<file path="src/rtl/cnn_layer_pkg.sv">
// Shared types and elaboration-time helpers for the CNN inter-layer read sequencers.
package cnn_layer_pkg;

  typedef enum logic [1:0] {
    IDLE  = 2'd0,
    READ  = 2'd1,
    DRAIN = 2'd2,
    DONE  = 2'd3
  } state_e;

  // Per-issue tag carried alongside the read until the RAM data returns.
  typedef struct packed {
    logic rd_a;
    logic rd_b;
    logic first;
    logic last;
  } rd_tag_t;

  function automatic int clog2(input int value);
    int r;
    r = 0;
    while ((1 << r) < value) r++;
    return (r > 0) ? r : 1;
  endfunction

  function automatic int out_dim(input int fmap, input int k, input int s);
    return (fmap - k) / s + 1;
  endfunction

endpackage

</file>
<file path="src/rtl/window_index_counter.sv">
// Walks window pixels two at a time (oy, ox, then in-window index) and keeps the
// matching RAM addresses in incremental base registers instead of multipliers.
module window_index_counter
  import cnn_layer_pkg::*;
#(
  parameter int FMAP_W = 16,
  parameter int FMAP_H = 16,
  parameter int KERNEL = 3,
  parameter int STRIDE = 1,
  parameter int AW     = 9
) (
  input  logic          clock,
  input  logic          reset,
  input  logic          advance,
  output logic [AW-1:0] addr_a,
  output logic [AW-1:0] addr_b,
  output logic          b_valid,
  output logic          first,
  output logic          last,
  output logic          map_last
);

  localparam int OUT_W    = out_dim(FMAP_W, KERNEL, STRIDE);
  localparam int OUT_H    = out_dim(FMAP_H, KERNEL, STRIDE);
  localparam int P        = KERNEL * KERNEL;
  localparam int LAST_PIX = (P >= 2) ? P - 2 : 0;
  localparam int CW       = clog2(FMAP_W + FMAP_H + P + 2);

  localparam logic [AW-1:0] ROW_WRAP = AW'(FMAP_W - KERNEL + 1);
  localparam logic [AW-1:0] X_STEP   = AW'(STRIDE);
  localparam logic [AW-1:0] Y_STEP   = AW'(STRIDE * FMAP_W);
  localparam logic [CW-1:0] K_LAST   = CW'(KERNEL - 1);

  logic [CW-1:0] ox_q, ox_d, oy_q, oy_d, kx_q, kx_d, pix_q, pix_d;
  logic [AW-1:0] row_base_q, row_base_d, win_base_q, win_base_d, addr_q, addr_d;
  logic [CW-1:0] kx_b, kx_n;
  logic [AW-1:0] addr_b_raw, addr_n;
  logic          win_x_last;

  always_comb begin
    // NOTE: every combinational output gets a default first, so no path leaves it unassigned and infers a latch.
    ox_d       = ox_q;
    oy_d       = oy_q;
    kx_d       = kx_q;
    pix_d      = pix_q;
    row_base_d = row_base_q;
    win_base_d = win_base_q;
    addr_d     = addr_q;

    // Port b sits one pixel past port a; the next port-a pixel is one further.
    kx_b       = (kx_q == K_LAST) ? '0 : kx_q + 1'b1;
    addr_b_raw = (kx_q == K_LAST) ? addr_q + ROW_WRAP : addr_q + 1'b1;
    kx_n       = (kx_b == K_LAST) ? '0 : kx_b + 1'b1;
    addr_n     = (kx_b == K_LAST) ? addr_b_raw + ROW_WRAP : addr_b_raw + 1'b1;

    win_x_last = (ox_q == CW'(OUT_W - 1));
    first      = (pix_q == '0);
    last       = (pix_q >= CW'(LAST_PIX));
    b_valid    = (pix_q < CW'(P - 1));
    map_last   = last && win_x_last && (oy_q == CW'(OUT_H - 1));

    if (advance) begin
      if (!last) begin
        pix_d  = pix_q + CW'(2);
        kx_d   = kx_n;
        addr_d = addr_n;
      end else begin
        pix_d = '0;
        kx_d  = '0;
        if (map_last) begin
          ox_d       = '0;
          oy_d       = '0;
          row_base_d = '0;
          win_base_d = '0;
        end else if (win_x_last) begin
          ox_d       = '0;
          oy_d       = oy_q + 1'b1;
          row_base_d = row_base_q + Y_STEP;
          win_base_d = row_base_d;
        end else begin
          ox_d       = ox_q + 1'b1;
          win_base_d = win_base_q + X_STEP;
        end
        addr_d = win_base_d;
      end
    end
  end

  assign addr_a = addr_q;
  assign addr_b = addr_b_raw;

  always_ff @(posedge clock) begin
    // NOTE: sequential state uses non-blocking assignments so every flop samples pre-edge values.
    if (reset) begin
      ox_q       <= '0;
      oy_q       <= '0;
      kx_q       <= '0;
      pix_q      <= '0;
      row_base_q <= '0;
      win_base_q <= '0;
      addr_q     <= '0;
    end else begin
      ox_q       <= ox_d;
      oy_q       <= oy_d;
      kx_q       <= kx_d;
      pix_q      <= pix_d;
      row_base_q <= row_base_d;
      win_base_q <= win_base_d;
      addr_q     <= addr_d;
    end
  end

endmodule

</file>
<file path="src/rtl/layer_next_window_read_gen.sv">
// Next-layer read sequencer: FSM, issue gate, registered RAM read ports and the
// RAM-latency tag pipeline that marks returning window pixels.
module layer_next_window_read_gen
  import cnn_layer_pkg::*;
#(
  parameter int LAYER_FORMER_INFEATURE_ADDR_WIDTH = 9,
  parameter int FMAP_W      = 16,
  parameter int FMAP_H      = 16,
  parameter int KERNEL      = 3,
  parameter int STRIDE      = 1,
  parameter int RAM_LATENCY = 2
) (
  input  logic                                         clock,
  input  logic                                         reset,
  input  logic                                         enable,
  input  logic                                         stall,
  output logic                                         rden_a_layer_next,
  output logic                                         rden_b_layer_next,
  output logic                                         wren_a_layer_next,
  output logic                                         wren_b_layer_next,
  output logic [LAYER_FORMER_INFEATURE_ADDR_WIDTH-1:0] address_a_layer_next,
  output logic [LAYER_FORMER_INFEATURE_ADDR_WIDTH-1:0] address_b_layer_next,
  output logic                                         pix_valid_a,
  output logic                                         pix_valid_b,
  output logic                                         window_first,
  output logic                                         window_last,
  output logic                                         layer_next_done
);

  localparam int AW = LAYER_FORMER_INFEATURE_ADDR_WIDTH;
  localparam int DW = clog2(RAM_LATENCY + 1);
  localparam logic [DW-1:0] DRAIN_LAST = DW'(RAM_LATENCY);

  if (FMAP_W * FMAP_H > 2 ** AW) begin : g_addr_check
    $error("feature map does not fit LAYER_FORMER_INFEATURE_ADDR_WIDTH");
  end

  state_e                     state_q, state_d;
  logic [DW-1:0]              drain_q, drain_d;
  rd_tag_t                    issue_q, issue_d;
  rd_tag_t [RAM_LATENCY-1:0]  pipe_q, pipe_d;
  logic [AW-1:0]              addr_a_q, addr_a_d, addr_b_q, addr_b_d;
  logic [AW-1:0]              cnt_addr_a, cnt_addr_b;
  logic                       cnt_b_valid, cnt_first, cnt_last, cnt_map_last;
  logic                       issue;

  assign issue = (state_q == READ) && enable && !stall;

  window_index_counter #(
    .FMAP_W (FMAP_W),
    .FMAP_H (FMAP_H),
    .KERNEL (KERNEL),
    .STRIDE (STRIDE),
    .AW     (AW)
  ) u_window_index_counter (
    .clock    (clock),
    .reset    (reset),
    .advance  (issue),
    .addr_a   (cnt_addr_a),
    .addr_b   (cnt_addr_b),
    .b_valid  (cnt_b_valid),
    .first    (cnt_first),
    .last     (cnt_last),
    .map_last (cnt_map_last)
  );

  always_comb begin
    state_d  = state_q;
    drain_d  = drain_q;
    issue_d  = '0;
    addr_a_d = addr_a_q;
    addr_b_d = addr_b_q;

    case (state_q)
      IDLE:    if (enable) state_d = READ;
      READ: begin
        if (issue && cnt_map_last) begin
          state_d = DRAIN;
          drain_d = '0;
        end
      end
      DRAIN: begin
        if (drain_q == DRAIN_LAST) state_d = DONE;
        else                       drain_d = drain_q + 1'b1;
      end
      default: ;
    endcase

    if (issue) begin
      issue_d  = '{rd_a: 1'b1, rd_b: cnt_b_valid, first: cnt_first, last: cnt_last};
      addr_a_d = cnt_addr_a;
      addr_b_d = cnt_b_valid ? cnt_addr_b : '0;
    end

    // The tag pipeline advances every cycle, independent of stall and enable.
    pipe_d[0] = issue_q;
    for (int k = 1; k < RAM_LATENCY; k++) pipe_d[k] = pipe_q[k-1];
  end

  always_ff @(posedge clock) begin
    // NOTE: the tag pipeline is control state and must be cleared so no stale pixel is flagged; a data-only memory would not need a reset.
    if (reset) begin
      state_q  <= IDLE;
      drain_q  <= '0;
      issue_q  <= '0;
      pipe_q   <= '0;
      addr_a_q <= '0;
      addr_b_q <= '0;
    end else begin
      state_q  <= state_d;
      drain_q  <= drain_d;
      issue_q  <= issue_d;
      pipe_q   <= pipe_d;
      addr_a_q <= addr_a_d;
      addr_b_q <= addr_b_d;
    end
  end

  assign rden_a_layer_next    = issue_q.rd_a;
  assign rden_b_layer_next    = issue_q.rd_b;
  assign wren_a_layer_next    = 1'b0;
  assign wren_b_layer_next    = 1'b0;
  assign address_a_layer_next = addr_a_q;
  assign address_b_layer_next = addr_b_q;
  assign pix_valid_a          = pipe_q[RAM_LATENCY-1].rd_a;
  assign pix_valid_b          = pipe_q[RAM_LATENCY-1].rd_b;
  assign window_first         = pipe_q[RAM_LATENCY-1].first;
  assign window_last          = pipe_q[RAM_LATENCY-1].last;
  assign layer_next_done      = (state_q == DONE);

endmodule

</file>
<file path="config.mk">
export PLATFORM = sky130hd
export DESIGN_NAME = layer_next_window_read_gen
export DESIGN_NICKNAME = d
export VERILOG_FILES = /design/src/rtl/cnn_layer_pkg.sv /design/src/rtl/window_index_counter.sv /design/src/rtl/layer_next_window_read_gen.sv
export SDC_FILE = /design/constraint.sdc
export NUM_CORES = 1
export LEC_CHECK = 0
export BUFFER_PORTS_ARGS = -buffer_cell sky130_fd_sc_hd__buf_2
export CAP_MARGIN = 30
export CORE_UTILIZATION = 38
export CTS_CLUSTER_DIAMETER = 150
export DETAILED_ROUTE_END_ITERATION = 6
export GPL_ROUTABILITY_DRIVEN = 0
export PLACE_DENSITY_LB_ADDON = 0.12
export SLEW_MARGIN = 20
export SYNTH_ARGS = -nofsm -noshare
export SYNTH_HDL_FRONTEND = slang
export SYNTH_SLANG_ARGS = --single-unit
</file>
<file path="constraint.sdc">
create_clock -name clock -period 3.9 [get_ports clock]
set_clock_uncertainty 0.15 [all_clocks]
set_input_delay 0.78 -clock clock [delete_from_list [all_inputs] [get_ports clock]]
set_output_delay 0.78 -clock clock [all_outputs]
set_load 0.02 [all_outputs]
</file>
Yosys cells after proc, flatten, opt, wreduce, memory -nomap -nowiden

Cells that the tools add are included.

Bits in registers: 85
Input port bits: 4
Output and inout port bits: 27
Word-level logic and storage cells: 90

Add/sub/neg operators: 12
Order comparisons: 2
Eq/ne operators: 12
Mux-type cells: 24
Bitwise gates (word level): 1
Reductions and logical operators: 16

Operators with widths:

| operator                                                          | number |
|---|---|
| 2-to-1 mux 9 bit                                                  | 8 |
| 2-to-1 mux 6 bit                                                  | 8 |
| adder 9 x 1 -> 9 bit, second input constant                       | 3 |
| adder 6 x 1 -> 6 bit, second input constant                       | 4 |
| adder 9 x 4 -> 9 bit, second input constant                       | 2 |
| equality test 6 x 2 -> 1 bit, second input constant               | 2 |
| equality test 6 x 4 -> 1 bit, second input constant               | 2 |
| 2-to-1 mux 2 bit                                                  | 5 |
| adder 9 x 5 -> 9 bit, second input constant                       | 1 |
| adder 6 x 2 -> 6 bit, second input constant                       | 1 |
| equality test 2 bit, second input constant                        | 3 |
| greater-or-equal comparator 6 x 3 -> 1 bit, second input constant | 1 |
| zero test 6 bit                                                   | 1 |
| < comparator 6 x 4 -> 1 bit, second input constant                | 1 |
| != test 2 bit, second input constant                              | 3 |
| one-hot mux 2 bit (3 select lines)                                | 1 |
| AND reduction 3 bit                                               | 2 |
| logical AND 1 bit                                                 | 5 |
| 2-to-1 mux 4 bit                                                  | 1 |
| one-hot mux 2 bit (2 select lines)                                | 1 |
| AND reduction 4 bit                                               | 1 |
| nonzero test 2 bit                                                | 2 |
| nonzero test 3 bit                                                | 1 |
| adder 2 x 1 -> 2 bit, second input constant                       | 1 |
| other kinds (7)                                                   | 7 |

Longest topological paths before layout

Gate-level depths: netlist of the first run.

Depth in word-level cells: 6
Gate-level depth with buffers: 13
Depth with buffers taken out: 12

Modules after synthesis

Synthesis of the first run repeated with hierarchy kept, for this count alone.

Cells, all modules: 528
Area, all modules: 4351.7 um^2

Modules (own cells, without submodules):

| module                     | instances | cells each | area each (um^2) | sequential area each (um^2) |
|---|---|---|---|---|
| window_index_counter       | 1         | 388        | 3029.2           | 920.9 |
| layer_next_window_read_gen | 1         | 140        | 1322.5           | 680.7 |

Worst setup path after synthesis of the first run

Ideal clock, no wire load.

Path type: reg2reg
Start: register u_window_index_counter.kx_q[0]
End: register u_window_index_counter.addr_q[8], in the netlist u_window_index_counter.addr_a[8]
Library setup time: 87 ps
Arrival time: 2662 ps
Required time: 3663 ps
Path slack: 1001 ps
Stages on the path, launching flop included: 13
Buffers on the path: 0
Clock period less this slack: 2899 ps
Path through: dfxtp_1 -> inv_1 -> ha_1 -> nor4b_1 -> nand2_1 -> a21oi_1 -> inv_1 -> ha_1 -> inv_1 -> o31a_2 -> and2b_2 -> and4_2 -> o31ai_1

Word-level cells in the longest chain between the ends: 5
Elaborated cells between the ends (all ways): 9
Those cells by class: add/sub (3); eq/ne (2); mux (4)

RTL lines:

| item                                                                        | line                                                   | text |
|---|---|---|
| from (decl)                                                                 | window_index_counter.sv:34                             | `logic [CW-1:0] ox_q, ox_d, oy_q, oy_d, kx_q, kx_d, pix_q, pix_d;` |
| from (signal assigned)                                                      | window_index_counter.sv:105                            | `kx_q <= kx_d;` |
| equality test 6 x 2 -> 1 bit / adder 6 x 1 -> 6 bit (equally long branches) | window_index_counter.sv:51, window_index_counter.sv:52 |  |
| 2-to-1 mux 9 bit / 2-to-1 mux 6 bit (equally long branches)                 | window_index_counter.sv:52, window_index_counter.sv:51 |  |
| adder 9 x 1 -> 9 bit (tied with other cells)                                | window_index_counter.sv:54                             | `addr_n = (kx_b == K_LAST) ? addr_b_raw + ROW_WRAP : addr_b_raw + 1'b1;` |
| 2-to-1 mux 9 bit (*)                                                        | window_index_counter.sv:54                             |  |
| 2-to-1 mux 9 bit (*)                                                        | window_index_counter.sv:63                             | `if (!last) begin` |
| to (signal assigned)                                                        | window_index_counter.sv:109                            | `addr_q <= addr_d;` |
| to (decl)                                                                   | window_index_counter.sv:35                             | `logic [AW-1:0] row_base_q, row_base_d, win_base_q, win_base_d, addr_q, addr_d;` |

Every way passes the cells marked *; elsewhere a longest branch is shown, timed or not.
A chain may end at the register's enable or synchronous reset.

Worst setup path after layout of the first run

Same ends and word-level chain as after synthesis.

==> results of run 1 <==
==> metal layers <==
layer	share of wire (%)	global-route usage, %	routed length [µm]	up-vias
met5	0	0	0	-
met4	2.5	9.33	232	0
met3	3.4	3.46	316	18
met2	45	28.1	4200	53
met1	49	24.6	4650	1612
li1	-	-	-	1739
==> Yosys cell counts, types with 4 or more instances <==
library cell   n  share of area, %
dfxtp_1       80                39
nand2_1       57               5.2
nand4_1       10               1.5
and2_1         5              0.76
xnor2_1       16               3.4
nand3_1       11               1.3
or3_1          5              0.76
a22oi_1        7               1.3
clkbuf_1      19               1.7
nor2_1        50               4.6
xor2_1        19               4.1
ha_1          22               6.7
o21ai_0       23               2.8
nor3_1        18               2.2
mux2i_1        5               1.2
a21oi_1       38               4.6
a211oi_1       7               1.3
a22o_1         4              0.85
nor2b_1       12               1.8
inv_1         19               1.7
==> through the flow <==
stage	setup WS (ns)	cell area [µm²]
floorplan	1.00	4100
global placement	0.985	4360
detailed placement	0.912	4360
CTS	0.882	4580
global route	0.592	4580
finish	0.888	4580
==> registers in the layout (all words and copies together), names as in the netlist, 5 cells and up <==
name,cells
u_window_index_counter.win_base_q,9
u_window_index_counter.ox_q,6
address_b_layer_next,9
address_a_layer_next,9
u_window_index_counter.pix_q,5
u_window_index_counter.oy_q,6
u_window_index_counter.kx_q,6
u_window_index_counter.row_base_q,5
u_window_index_counter.addr_a,9
==> worst register-to-register path, stage by stage, from the launching register on <==
cell	delay, ns
dfxtp_1	0.40
inv_1	0.09
ha_1	0.15
nor4b_1	0.28
buf_4	0.20
nand2_1	0.12
a21oi_1	0.33
inv_1	0.10
ha_1	0.21
inv_1	0.08
o31a_2	0.16
and2b_2	0.24
and4_2	0.22
o31ai_1	0.21
==> area by class of cell <==
class | count | area (µm²)
Clock buffer | 10 | 128
Sequential cell | 80 | 1600
Inverter | 19 | 71.3
Multi-Input combinational cell | 365 | 2310
Timing Repair Buffer | 37 | 208
Tap cell | 136 | 170
Fill cell | 1049 | 5790
Clock inverter | 6 | 90.1
==> how the worst min path moves through the flow <==
stage	end	cells past startpoint	slack, ns	startpoint
floorplan	pipe_d[4]	1	0.26	issue_q[0]
global placement	pix_valid_a	1	0.27	pipe_d[7]
detailed placement	window_last	1	0.27	pipe_d[4]
CTS	window_last	1	0.29	pipe_d[4]
global route	window_last	1	0.31	pipe_d[4]
finish	window_last	1	0.29	pipe_d[4]
==> logic make-up after synthesis <==
family | after synthesis | share of synthesized area [%]
AOI/OAI and AO/OA | 106 | 16.3
and+or+nand+nor | 194 | 24.2
buffers and inverters | 44 | 4.58
muxes | 6 | 1.50
DFF | 80 | 39.1
other | 1 | 0.0915
xor gates and xnor gates | 35 | 7.48
adders and majority gates | 22 | 6.72
==> power groups by stage <==
| stage | combinational, mW | sequential [mW] | clock, mW |
|---|---|---|---|
| floorplan | 0.233 | 0.883 | 0 |
| global placement | 0.297 | 0.888 | 0 |
| detailed placement | 0.299 | 0.889 | 0 |
| CTS | 0.301 | 0.869 | 0.713 |
| global route | 0.338 | 0.873 | 0.752 |
| finish | 0.300 | 0.869 | 0.697 |
==> results.md, run 1 <==
- TritonCTS created 9 clock buffers.
- Of all flip-flops after synthesis, the portion carrying an async set or reset was 0%.
- In this run the number of cells on the critical path is 13.
- By instance count, the cell type seen most on the critical path is inv_1.
- The kind of cell adding the most delay to the critical path is simple AND/OR/NAND/NOR gates.
- The combinational share of power is 16.1%.
- After layout, the worst path uses 77.2% of the clock period.
- For this run, the share of the core covered by cells in the final layout is 44.2%.
- The post-synthesis sequential area ratio is 39.1%.
- The number of violations reported at the end of detailed-routing iteration 0 is 151.
- The flow ran to the end, and the final reports show no timing, DRC or antenna violations.
- The net switching power figure is 0.546 mW.
- The total of cells resized after clock tree synthesis is 0.
- At the pin with the least slew margin, the transition time is 0.835 ns.
- The clock tree buffer depth is 2.
- STA puts the critical path data required time at 4.03 ns.
- The clock period could shrink to 3.01 ns.
- For flop-to-flop paths, the worst setup slack is 0.89 ns.
- The total number of vias is 3422.
- The tightest min-delay check is of the reg2reg type.
- The floorplan die area is 0.0112 mm².
- Cells with a size suffix above 1 make up 13.7% of the layout.
- The number of different library cells in the post-synthesis netlist is 59.
- The commonest non-fill, non-tap cell in the layout is dfxtp_1.
- The library cell contributing the largest single delay on the critical path is dfxtp_1.
- The sequential group share of total power is 46.6%.
- Measured in cells, the most critical reg-to-reg path has a length of 13.
- The clock latency on the worst-skew pair is 0.37 ns.
- Yosys mapped a number of flops with a built-in enable equal to 0.
- The detailed-route wire length is 9400 µm.
- The floorplan has 37 rows.
- The switching portion of total power is 29.3%.
- The final max-slew violation count is 0.
- In this run the worst path has a maximum fanout of 10.
- The die span in y is 106 µm.
- The half-perimeter wire length after placement is 6680 µm.
- The top-level I/O count is 31.
- The number of hold-repair buffers added at the cts stage is 0.
- CTS built an H-tree with a depth of 3.
- After detailed placement, the design holds a cell count of 637.
- The largest single stage delay on the critical path is 0.40 ns.
- The clock-pin slew on the worst setup and hold paths is 0.08 ns.
- For this run, the top clock speed supported by timing is 332 MHz.
- The critical path ends at u_window_index_counter.addr_a[8].
- The remaining routing DRC violations is 0.
- Leaving out fill and tap cells, the most frequent cells in the layout are dfxtp_1, nand2_1, nor2_1.
- The mean area per synthesized cell is 8.40 µm².
- The global routing usage summed across all routing layers is 18.4%.
- The total of flip-flops plus latches after synthesis is 80.
- In this run the critical register-to-register path is captured at u_window_index_counter.addr_a[8].
- The static leakage is 1.76 nW.
- The cell at the root of the clock tree is clkbuf_8.
- Headroom to the max-slew limit came out at 43.9%.
- The starting density of the core is 39.5%.
- TritonCTS built the clock tree.
- Synthesis produced 488 cells.
- For this run, the detailed router's first-pass iteration total came to 4.
- The final antenna-violating net count is 0.
- The average vias per placed instance is 5.24.
- From synthesis to final layout, the design area changed by 11.8%.
- The critical register-to-register path startpoint is u_window_index_counter.kx_q[0].
- After clock tree synthesis, the setup repair step added 0 buffers.
- The type of origin of the critical path is a register.
- The critical path in this run is classified as reg2reg.
- The critical path launch point is u_window_index_counter.kx_q[0].
- The kind of end point of the critical path is a register.
- The final antenna diode count is 0.
- Per report_power, the clock group accounts for 37.4% of the total.
- During placement, the flow inserted port buffers numbering 28.
- The total buffers and inverters traversed by the critical path is 4.
- Walking the worst path, the cells encountered are inv_1, ha_1, nor4b_1, buf_4, nand2_1, a21oi_1, inv_1, ha_1, inv_1, o31a_2, and2b_2, and4_2, o31ai_1.
- The net count of the finished layout is 538.
- For this run, the leading register cell type out of synthesis is dfxtp_1.
- Across all hold checks on the routed design, the worst slack comes to 0.289 ns.
- The power density over cell area is 407 mW/mm².
- The post-synthesis instance area is 0.00410 mm².
- During synthesis, Yosys emitted a total of 0 warnings.
- Counting every sink on the clock net gives 80.
- The first global-routing pass estimated 16100 µm of wire.
- The area of the core is 0.0104 mm².
- Total power for the finished layout comes to 1.87 mW.
- Setup violations remaining at the end of the flow were counted as 0.
- Data arrives at the worst endpoint at 3.14 ns.
- The die is 106 µm wide.
- The number of failing hold endpoints at the final stage was 0.
- Setup repair after global routing left no endpoint under its margin.
- Setup total negative slack on the finished layout was measured at 0 ns.
- The average routed wire per standard cell is 14.4 µm.
- The initial antenna violation count is 0.
- The design internal power is 1.32 mW.
- The number of global-route vias before repair is 3273.
- After global routing the overflow that remains totals 0.
- The max-cap check violation count is 0.
- The maximum number of pins on one net before global-route repair is 30.
- IR analysis of the VDD net gives a maximum drop of 192 µV.
- Leaving out filler cells and counting taps, the final layout contains 653.
Note: power is estimated with default switching activity, not from simulation.
==> run 2: changes to the inputs <==
Clock period 3.9 ns to 2.53 ns, I/O delays scaled along.
==> run 2 against run 1 <==
The run now ends with setup timing left. Largest power group unchanged. Sequential power increased by 53%. Power is 60% higher. Maximum frequency grew 13%. Highest routed layer unchanged. Global-route usage increased by 0.67 points. Count of clock-buffer cells in the layout is the same. Utilization rose by 5.4 points. Sequential share of layout area down 3.7 points. Combinational power rose by 130%. Via count is 5.6% higher. Die area unchanged. Register-to-register slack lost 1.0 ns. Clock power increased by 37%.
==> results.md, run 2 (synthesized netlist as in run 1, its figures left out) <==
- Status: finished, violations left (was finished clean).
- The final reports fail on setup timing.
- The half-perimeter wire length after placement came to 7200 µm (was 6680 µm).
- The design internal power came to 2.06 mW (was 1.32 mW).
- The maximum operating frequency is 376 MHz (was 332 MHz).
- The capturing element of the worst setup path is u_window_index_counter.addr_a[8] (unchanged).
- The path type of the worst setup path is reg2reg (unchanged).
- The number of failing hold endpoints at the final stage was 0 (unchanged).
- The average routed wire per standard cell is 14.3 µm (was 14.4 µm).
- The number of placement rows is 37 (unchanged).
- The final max-slew violation count is 0 (unchanged).
- The switching portion of total power came to 30.8% (was 29.3%).
- The power consumption is 2.98 mW (was 1.87 mW).
- The deepest level of the CTS H-tree is 3 (unchanged).
- The worst setup slack before clock tree synthesis came to -0.139 ns (was 0.912 ns).
- The combinational share of power was 23.2% (was 16.1%).
- The final antenna diode count is 0 (unchanged).
- The clock share of power came to 32.1% (was 37.4%).
- The finished layout cell area is 0.00514 mm² (was 0.00458 mm²).
- The starting density of the core is 39.5% (unchanged).
- The internal reg-to-reg setup slack is -0.13 ns (was 0.89 ns).
- The cell at the root of the clock tree is clkbuf_8 (unchanged).
- The count of TritonRoute iterations in the first routing pass came to 4 (unchanged).
- The top fanout value on the critical path is 6 (was 10).
- The initial antenna violation count was 0 (unchanged).
- The power density over cell area is 580 mW/mm² (was 407 mW/mm²).
- The kind of end point of the critical path is a register (unchanged).
- The remaining routing DRC violations is 0 (unchanged).
- The slack of the critical path came to -0.131 ns (was 0.888 ns).
- The count of input and output buffers came to 28 (unchanged).
- The net switching power figure is 0.917 mW (was 0.546 mW).
- The type of the most critical hold path is in2reg (was reg2reg).
- The layout overhead on the synthesized area is 25.4% (was 11.8%).
- The final antenna-violating net count is 0 (unchanged).
- The number of buffers added by the clock tree synthesis step is 9 (unchanged).
- The number of clock sinks is 80 (unchanged).
- The wire length of the first global-routing pass is 16900 µm (was 16100 µm).
- The area of the core was 0.0104 mm² (unchanged).
- The sequential group share of total power is 44.6% (was 46.6%).
- The type of origin of the critical path is a register (unchanged).
- The number of global-route vias before repair came to 3582 (was 3273).
- Setup repair after global routing missed its margin: true (was false).
- The global routing usage summed across all routing layers came to 19.0% (was 18.4%).
- The final-report setup violation count is 6 (was 0).
- The critical path launch point is u_window_index_counter.kx_q[0] (unchanged).
- The die span in y came to 106 µm (unchanged).
- The critical register-to-register path startpoint is u_window_index_counter.kx_q[0] (unchanged).
- The worst hold slack came to 0.249 ns (was 0.289 ns).
- The data arrival at the endpoint of the critical path is 2.75 ns (was 3.14 ns).
- The layout cell share with drive strength beyond 1 came to 26.4% (was 13.7%).
- The instance area after placement is 0.00469 mm² (was 0.00436 mm²).
- The clock-pin slew on the worst setup and hold paths is 0.09 ns (was 0.08 ns).
- The top-level I/O count was 31 (unchanged).
- The clock latency on the worst-skew pair is 0.36 ns (was 0.37 ns).
- The average vias per placed instance is 5.19 (was 5.24).
- The number of nets in the layout came to 582 (was 538).
- The residual overflow from global routing was 0 (unchanged).
- The commonest non-fill, non-tap cell in the layout is dfxtp_1 (unchanged).
- The detailed-route wire length came to 9970 µm (was 9400 µm).
- The final period demand of the worst path came to 2.66 ns (was 3.01 ns).
- The floorplan die area was 0.0112 mm² (unchanged).
- The fraction of the cycle the final worst path needs was 105% (was 77.2%).
- The width of the die is 106 µm (unchanged).
- The clock tree from TritonCTS was built (unchanged).
- The number of violations reported at the end of detailed-routing iteration 0 is 153 (was 151).
- The max-cap check violation count is 0 (unchanged).
- The cell count of the worst reg-to-reg path is 11 (was 13).
- The pin slew with the least headroom to its limit was 0.822 ns (was 0.835 ns).
- The total number of vias is 3614 (was 3422).
- The endpoint of the most critical register-to-register path is u_window_index_counter.addr_a[8] (unchanged).
- The maximum ir drop on the vdd rail is 273 µV (was 192 µV).
- The worst slew margin relative to its limit was 45.0% (was 43.9%).
- The clock tree buffer depth is 2 (unchanged).
- The required time of the worst setup path came to 2.62 ns (was 4.03 ns).
- The maximum number of pins on one net before global-route repair is 36 (was 30).
- Highest-count cells in the layout ignoring fill and taps: dfxtp_1, nand2_1, nor2_1, buf_4, a21oi_1 (was dfxtp_1, nand2_1, nor2_1).
- The static leakage is 1.99 nW (was 1.76 nW).
==> run 2: cell types whose count changed in the layout (fill, tap and decap cells not counted), sizes merged <==
cell,previous run,this run
clkinvlp,1,2
inv,21,20
clkinv,1,2
bufinv,2,1
buf,37,81
==> run 2: how the worst min path moves through the flow <==
stage,start,to,slack [ns],depth (start not counted)
4_1_cts,reset,rden_a_layer_next,0.23,2
2_1_floorplan,issue_q[0],pipe_d[4],0.26,1
3_5_place_dp,pipe_d[4],window_last,0.28,1
6_report,reset,rden_a_layer_next,0.25,2
5_1_grt,reset,rden_a_layer_next,0.24,2
3_3_place_gp,pipe_d[4],window_last,0.27,1
==> run 2: power groups by stage <==
| stage | Sequential [mW] | Clock (mW) | Combinational, mW |
|---|---|---|---|
| after floorplan | 1.36 | 0 | 0.372 |
| after global placement | 1.36 | 0 | 0.561 |
| after detailed placement | 1.36 | 0 | 0.574 |
| after CTS | 1.33 | 0.991 | 0.653 |
| after global routing | 1.34 | 1.04 | 0.756 |
| final | 1.33 | 0.957 | 0.691 |
==> run 2: layer usage <==
layer / GRT usage [%] / part of all wire [%] / up-vias
met1: 23.9 / 47 / 1701
met2: 31.8 / 47 / 63
met3: 3.59 / 4.1 / 15
li1: - / - / 1835
met5: 0 / 0 / -
met4: 7.94 / 1.9 / 0
==> run 2: layout make-up <==
type	instances	area [µm²]
Fill cell	1039	5230
Multi-Input combinational cell	365	2530
Sequential cell	80	1610
Timing Repair Buffer	81	566
Tap cell	136	170
Clock buffer	10	128
Inverter	19	73.8
Clock inverter	6	67.6
==> run 2: stage by stage <==
| stage | setup TNS, ns | instances | utilization (%) |
|---|---|---|---|
| floorplan | -0.417 | 489 | - |
| global placement | -0.348 | 674 | 45.3 |
| detailed placement | -0.677 | 674 | 45.3 |
| CTS | -0.433 | 696 | 48.7 |
| global route | -1.51 | 697 | 49.6 |
| finish | -0.534 | 697 | 49.6 |
==> run 2: repair_timing <==
item | in CTS | in global routing
endpoints found under the setup margin | 9 | 20
gates resized for setup | 20 | 21
setup buffers | 6 | 1
cloned | 0 | 0
pin swaps | 13 | 10
hold buffers | 0 | 0
==> run 2: worst max-delay path, cell delays in order, from the launching register on <==
cell and delay [ns]:
dfxtp_4 0.36, inv_4 0.05, ha_4 0.11, or4b_4 0.54, o21ai_4 0.16, and2_4 0.18, ha_4 0.13, inv_2 0.04
o31a_4 0.29, and2b_2 0.25, and4_4 0.22, o31ai_2 0.06
